### config.mk
export PLATFORM = sky130hd
export DESIGN_NAME = fetch_queue
export DESIGN_NICKNAME = d
export VERILOG_FILES = /design/src/rtl/fetch_queue.sv
export SDC_FILE = /design/constraint.sdc
export NUM_CORES = 1
export LEC_CHECK = 0
export CAP_MARGIN = 15
export CORE_MARGIN = 1
export CORE_UTILIZATION = 59
export DETAILED_ROUTE_END_ITERATION = 10
export PLACE_DENSITY = 0.95
export SKIP_LAST_GASP = 1
export SYNTH_ARGS = -nofsm -noshare
export SYNTH_HDL_FRONTEND = slang
export SYNTH_SLANG_ARGS = --single-unit
export TNS_END_PERCENT = 100
### constraint.sdc
create_clock -name clock_i -period 16.36 [get_ports clock_i]
set_input_delay 1.636 -clock clock_i [delete_from_list [all_inputs] [get_ports clock_i]]
set_output_delay 1.636 -clock clock_i [all_outputs]
set_load 0.01 [all_outputs]
### src/rtl/fetch_queue.sv
// Instruction fetch queue: takes 64-bit fetch groups from imem and presents the
// two oldest instructions with their PCs to the dual-issue decode slots.
module fetch_queue #(
  parameter int DEPTH = 4
) (
  input  logic                     clock_i,
  input  logic                     reset_n_i,
  input  logic                     flush_i,
  input  logic                     fetch_valid_i,
  input  logic [31:0]              fetch_pc_i,
  input  logic [63:0]              fetch_data_i,
  output logic                     fetch_ready_o,
  output logic [31:0]              inst0_o,
  output logic [31:0]              inst1_o,
  output logic [31:0]              pc0_o,
  output logic [31:0]              pc1_o,
  output logic                     valid0_o,
  output logic                     valid1_o,
  input  logic [1:0]               deq_i,
  output logic [$clog2(DEPTH):0]   count_o
);

  localparam int AW = $clog2(DEPTH);
  localparam int CW = AW + 1;
  localparam logic [CW-1:0] READY_MAX = CW'(DEPTH - 2);
  localparam logic [CW-1:0] COUNT_TWO = CW'(2);
  localparam logic [AW-1:0] IDX_ONE   = AW'(1);

  logic [31:0]   inst_mem_r [DEPTH];
  logic [31:0]   pc_mem_r   [DEPTH];
  logic [AW:0]   head_r;
  logic [AW:0]   tail_r;
  logic [CW-1:0] count_r;

  logic          ready_s;
  logic          enq_fire_s;
  logic          enq_two_s;
  logic [1:0]    enq_n_s;
  logic [1:0]    deq_req_s;
  logic [1:0]    deq_eff_s;
  logic [31:0]   base_pc_s;
  logic [AW-1:0] head_idx_s;
  logic [AW-1:0] head1_idx_s;
  logic [AW-1:0] tail_idx_s;
  logic [AW-1:0] tail1_idx_s;
  logic [AW:0]   head_next_s;
  logic [AW:0]   tail_next_s;
  logic [CW-1:0] count_next_s;
  logic          valid0_s;
  logic          valid1_s;

  // Enqueue/dequeue decision and next-state pointer arithmetic
  always_comb begin
    ready_s    = (count_r <= READY_MAX);
    enq_fire_s = fetch_valid_i && ready_s && !flush_i;
    enq_two_s  = ~fetch_pc_i[2];
    base_pc_s  = fetch_pc_i & 32'hFFFF_FFFC;

    if (enq_fire_s) begin
      if (enq_two_s) begin
        enq_n_s = 2'd2;
      end else begin
        enq_n_s = 2'd1;
      end
    end else begin
      enq_n_s = 2'd0;
    end

    case (deq_i)
      2'd0:    deq_req_s = 2'd0;
      2'd1:    deq_req_s = 2'd1;
      default: deq_req_s = 2'd2;
    endcase

    // Never consume more than is present; count is below 2 whenever this clips.
    if ({{(CW-2){1'b0}}, deq_req_s} > count_r) begin
      deq_eff_s = count_r[1:0];
    end else begin
      deq_eff_s = deq_req_s;
    end

    head_idx_s  = head_r[AW-1:0];
    head1_idx_s = head_idx_s + IDX_ONE;
    tail_idx_s  = tail_r[AW-1:0];
    tail1_idx_s = tail_idx_s + IDX_ONE;

    if (flush_i) begin
      head_next_s  = '0;
      tail_next_s  = '0;
      count_next_s = '0;
    end else begin
      head_next_s  = head_r + {{(AW-1){1'b0}}, deq_eff_s};
      tail_next_s  = tail_r + {{(AW-1){1'b0}}, enq_n_s};
      count_next_s = count_r + {{(CW-2){1'b0}}, enq_n_s}
                             - {{(CW-2){1'b0}}, deq_eff_s};
    end
  end

  // Entry storage; contents are don't-care while invalid, so no reset
  always_ff @(posedge clock_i) begin
    if (enq_fire_s) begin
      if (enq_two_s) begin
        inst_mem_r[tail_idx_s]  <= fetch_data_i[31:0];
        pc_mem_r[tail_idx_s]    <= base_pc_s;
        inst_mem_r[tail1_idx_s] <= fetch_data_i[63:32];
        pc_mem_r[tail1_idx_s]   <= base_pc_s + 32'd4;
      end else begin
        inst_mem_r[tail_idx_s]  <= fetch_data_i[63:32];
        pc_mem_r[tail_idx_s]    <= base_pc_s;
      end
    end
  end

  // Pointer and occupancy registers
  always_ff @(posedge clock_i or negedge reset_n_i) begin
    if (!reset_n_i) begin
      head_r  <= '0;
      tail_r  <= '0;
      count_r <= '0;
    end else begin
      head_r  <= head_next_s;
      tail_r  <= tail_next_s;
      count_r <= count_next_s;
    end
  end

  // Slot outputs are muxes of registered state only, gated to zero when invalid
  always_comb begin
    valid0_s      = (count_r != '0);
    valid1_s      = (count_r >= COUNT_TWO);
    valid0_o      = valid0_s;
    valid1_o      = valid1_s;
    count_o       = count_r;
    fetch_ready_o = ready_s;
    if (valid0_s) begin
      inst0_o = inst_mem_r[head_idx_s];
      pc0_o   = pc_mem_r[head_idx_s];
    end else begin
      inst0_o = 32'd0;
      pc0_o   = 32'd0;
    end
    if (valid1_s) begin
      inst1_o = inst_mem_r[head1_idx_s];
      pc1_o   = pc_mem_r[head1_idx_s];
    end else begin
      inst1_o = 32'd0;
      pc1_o   = 32'd0;
    end
  end

endmodule

After elaboration in Yosys (flattened, before gate mapping)
Memory sizes are Yosys's and may differ from the RTL's.
Index checks and enable logic that the tools add are counted.

operators by class
  add/subtract/negate cells = 7
  order comparisons = 3
  equality and inequality tests = 1
  multiplexer cells = 19
  bitwise logic cells = 2
  reduce and logical (&&, ||, !) cells = 5

operators by type and width
  operator                 count
  $mux W32                 6
  $add A32 B3 Y32 const B  1
  $add A3 B2 Y3            3
  $mux W3                  3
  $mux W1                  6
  $mux W2                  3
  $add A2 B1 Y2 const B    2
  $pmux W2 S2              1
  $ge A3 B2 Y1 const B     1
  $gt A2 B3 Y1             1
  $le A3 B2 Y1 const B     1
  $reduce_bool A3 Y1       1
  $sub A3 B2 Y3            1
  $eq A2 B1 Y1 const B     1
  $logic_and A1 B1 Y1      2
  $logic_not A2 Y1         1
  $or A1 B1 Y1             2
  $logic_not A1 Y1         1

storage, ports and cells
  flip-flop bits (word level) = 9
  bits in writable memories = 256
  input bits = 102
  output and inout port bits = 134
  word-level logic and storage cells = 42
  memories = 2

memory list
  name        words  bits a word  read ports  clocked after Yosys merged registers in  write ports  RTL line  RTL
  inst_mem_r  4      32           2           0                                        2            29        logic [31:0] inst_mem_r [DEPTH];
  pc_mem_r    4      32           2           0                                        2            30        logic [31:0] pc_mem_r [DEPTH];

Longest topological paths before layout
  depth in word-level cells = 7
  mapped depth = 11
  depth with buffers taken out = 11

Worst setup path after synthesis
Ideal clock, no wire load.

  path type = input-to-reg
  start = input port flush_i
  end = memory inst_mem_r[1][0] (enable)
  setup time = 0.571 ns
  data arrival time = 6.599 ns
  required time = 15.789 ns
  setup slack = 9.190 ns
  cell stages on the path = 3
  path buffers = 1
  path through = buf_2 -> nand3b_1 -> nor3b_1

RTL lines
  what                RTL line  RTL
  start: declaration  8         input logic flush_i,
  end: declaration    29

Worst setup path in the final report
  start = register head_r[1]
  end = output port inst0_o[26]

on the way
  cells in the longest elaborated chain, start to end = 2

RTL lines
  what                      RTL line  RTL
  start: declaration        31        logic [AW:0] head_r;
  start signal: assignment  121       head_r <= head_next_s;
  $mem_v2 Z4 W32            n/a
  $mux W32                  135       if (valid0_s) begin
  end: declaration          13        output logic [31:0] inst0_o,

No other way between the ends.

==> results.json <==
{
  "ff2ff_setup_slack_ns": 13.57,
  "drv_slew": 0,
  "yosys-top-cells-area": "edfxtp_1 49%, mux4_2 18%, mux2_4 8.9%",
  "cts_setup_buffers": 0,
  "die-area_um2": 26500,
  "synth.largest_area_cell": "edfxtp_1",
  "ys_warn_count": 0,
  "rr_endpoint": "count_o[2]",
  "htree_levels": 1,
  "synth_edf_count": 248,
  "antenna_found_initial": 3,
  "ir_drop_v": 0.000113,
  "relSlewSlack_pct": 30.3,
  "rsz0062_at_grt": "no",
  "drt_iter0_markers": 600,
  "synth_top_area_share_pct": 48.8,
  "syn2layout_area_growth_pct": 20.8,
  "rr_worst_depth": 10,
  "endpoint_kind": "output port",
  "layout_commonest_cell": "edfxtp_1",
  "r2r-start": "count_o[1]",
  "io_buffers": 229,
  "antenna_left": 0,
  "criticalPathCategory": "flop to output port",
  "cp.required_ns": 14.72,
  "hp-class": "flop to flop",
  "rows": 58,
  "worstHoldStart": "count_o[2]",
  "cts_buffers": 27,
  "initial_utilization_pct": 60.4,
  "synth_area_um2": 15300,
  "clkLatencyLatePin_ns": 0.54,
  "wl_per_cell_um": 23.7,
  "clk_path_buf_depth": 3,
  "place_area_um2": 17400,
  "critPathArrivalTime_ns": 3.54,
  "hold_viol_final": 0,
  "vias_per_cell": 6.11,
  "p_per_area_nw_per_um2": 149,
  "crit_chain": "buf_4 > mux4_2 > nor2b_1 > clkdlybuf4s50_1",
  "synth_area_per_cell_um2": 15.7,
  "cap_violations": 0,
  "worstMarginPinSlew_ns": 1.05,
  "synth_ff_type": "edfxtp_1",
  "postSynth.asyncResetShare_pct": 2.75,
  "cts_tree": "done",
  "timing.final.ws_setup_ns": 11.19,
  "drive_above_1_share_pct": 30.4,
  "drt-total-wl_um": 34800,
  "clockRootBuffer": "clkbuf_16",
  "die_y_um": 163,
  "synth-seq-area-share_pct": 50.0,
  "slowest_stage": "dfrtp_4",
  "skew_ns": 0.0172,
  "globalplace.congestion": 0.772,
  "drcViolationCount": 0,
  "min_path_cells": 3,
  "worstPathMaxFanout": 76,
  "cp_slowest_stage_delay_ns": 0.89,
  "num_vias": 8975,
  "fin_cells": 1469,
  "leakage_nw": 6.39,
  "tns_ns": 0,
  "hold_path_end": "count_o[2]",
  "ys_ff_latch": 255,
  "setup_viol": 0,
  "start_kind": "flop",
  "placed_cells": 1417,
  "fin_nets": 1226,
  "ios": 236,
  "max_freq_mhz": 193,
  "clk_pin_slew_ns": 0.06,
  "die_w_um": 163,
  "grt_pass1_vias": 9465,
  "cts_hold_buf": 0,
  "power.total_mw": 2.75,
  "grt_usage_pct": 26.5,
  "dpl.hpwl_um": 21800,
  "period_needed_ns": 5.17,
  "fillers": 1500,
  "timing.final.crit_share_pct": 31.6,
  "grt_start_max_net_pins": 77,
  "firstDrtPassIters": 5,
  "post_cts_resized": 0,
  "clkSinkCount": 255,
  "fin_area_um2": 18400,
  "grt_pass1_wl_um": 52900,
  "status": "complete, no violations",
  "synth_cell_types": 50,
  "preCtsSetupSlack_ns": 11.73,
  "final_cell_mix": "248 x edfxtp_1, 229 x clkdlybuf4s50_1, 124 x mux4_2",
  "fp.coreArea_um2": 25300,
  "syn_inst": 974,
  "overflow": 0
}
## where the power goes
group	switching (mW)	leakage, nW	internal (mW)
Combinational	0.529	3.56	0.700
Clock	0.257	0.486	0.431
Sequential	0.0604	2.34	0.775
## layout make-up
| class | count | area [um2] | area share [%] |
|---|---|---|---|
| Sequential cell | 255 | 7630 | 41.4 |
| Multi-Input combinational cell | 583 | 6950 | 37.7 |
| Timing Repair Buffer | 242 | 2390 | 13.0 |
| Clock buffer | 30 | 687 | 3.73 |
| Tap cell | 330 | 413 | 2.24 |
| Clock inverter | 20 | 319 | 1.73 |
| Inverter | 7 | 27.5 | 0.149 |
| Antenna cell | 2 | 5.00 | 0.0272 |
## how the worst max path moves through the flow
stage          cells past startpoint  slack, ns               end  startpoint
5_1_grt                            4      10.99       inst0_o[15]   head_r[0]
2_1_floorplan                      3       9.19  inst_mem_r[1][0]     flush_i
4_1_cts                            4      11.15         pc1_o[20]   head_r[0]
3_5_place_dp                       4      11.73          pc0_o[2]   head_r[1]
6_report                           4      11.19       inst0_o[26]   head_r[1]
3_3_place_gp                       4      11.82          pc0_o[2]   head_r[0]
## worst max-delay path, delay by kind of cell (launching register included)
kind          cells  cell delay [ns]
buf+inv           2             1.44
flops             1             0.89
mux               1             0.35
simple gates      1             0.22
## through the flow
| step | util, % | hold WS (ns) |
|---|---|---|
| detailed placement | 68.9 | 0.763 |
| global placement | 68.9 | 0.779 |
| global route | 72.9 | 0.834 |
| CTS | 72.9 | 0.772 |
| floorplan | - | 0.583 |
| finish | 72.9 | 0.763 |
## cell usage after synthesis, types with 5 or more instances
master and number:
clkbuf_1 74, inv_1 6, nor2b_1 52, dfrtp_1 7
ha_1 6, buf_6 18, buf_4 10, xnor2_1 42
mux4_2 124, nor2_1 25, nor3_2 5, nand2_1 39
mux2_4 90, and2_1 67, mux2_2 39, buf_2 26
and2b_1 16, xor2_1 21, edfxtp_1 248
## layer usage
layer	track usage, %	vias up	part of all wire [%]
li1	-	3914	-
met1	33.0	4580	38
met2	46.3	402	52
met3	3.97	77	6.6
met4	11.2	2	3.3
met5	0	-	0.032
## kinds of logic (layout without fill, tap and decap cells)
group                    Yosys count  after routing  share of synthesized area, %
AND/OR/NAND/NOR                  237            237                          9.63
AO/OA/AOI/OAI                     13             13                         0.812
buffers and inverters            139            299                          4.78
other                              1              6                        0.0246
flip-flops                       255            255                          50.0
XOR/XNOR                          63             63                          3.62
multiplexers                     258            258                          30.4
adder cells (fa/ha/maj)            8              8                         0.755
## registers in the layout, indices dropped and copies added, names as in the netlist
signal and cells:
head_r 2, inst_mem_r 128, pc_mem_r 120, count_o 3, tail_r 2
No activity file was read; power rests on OpenSTA's default activity.
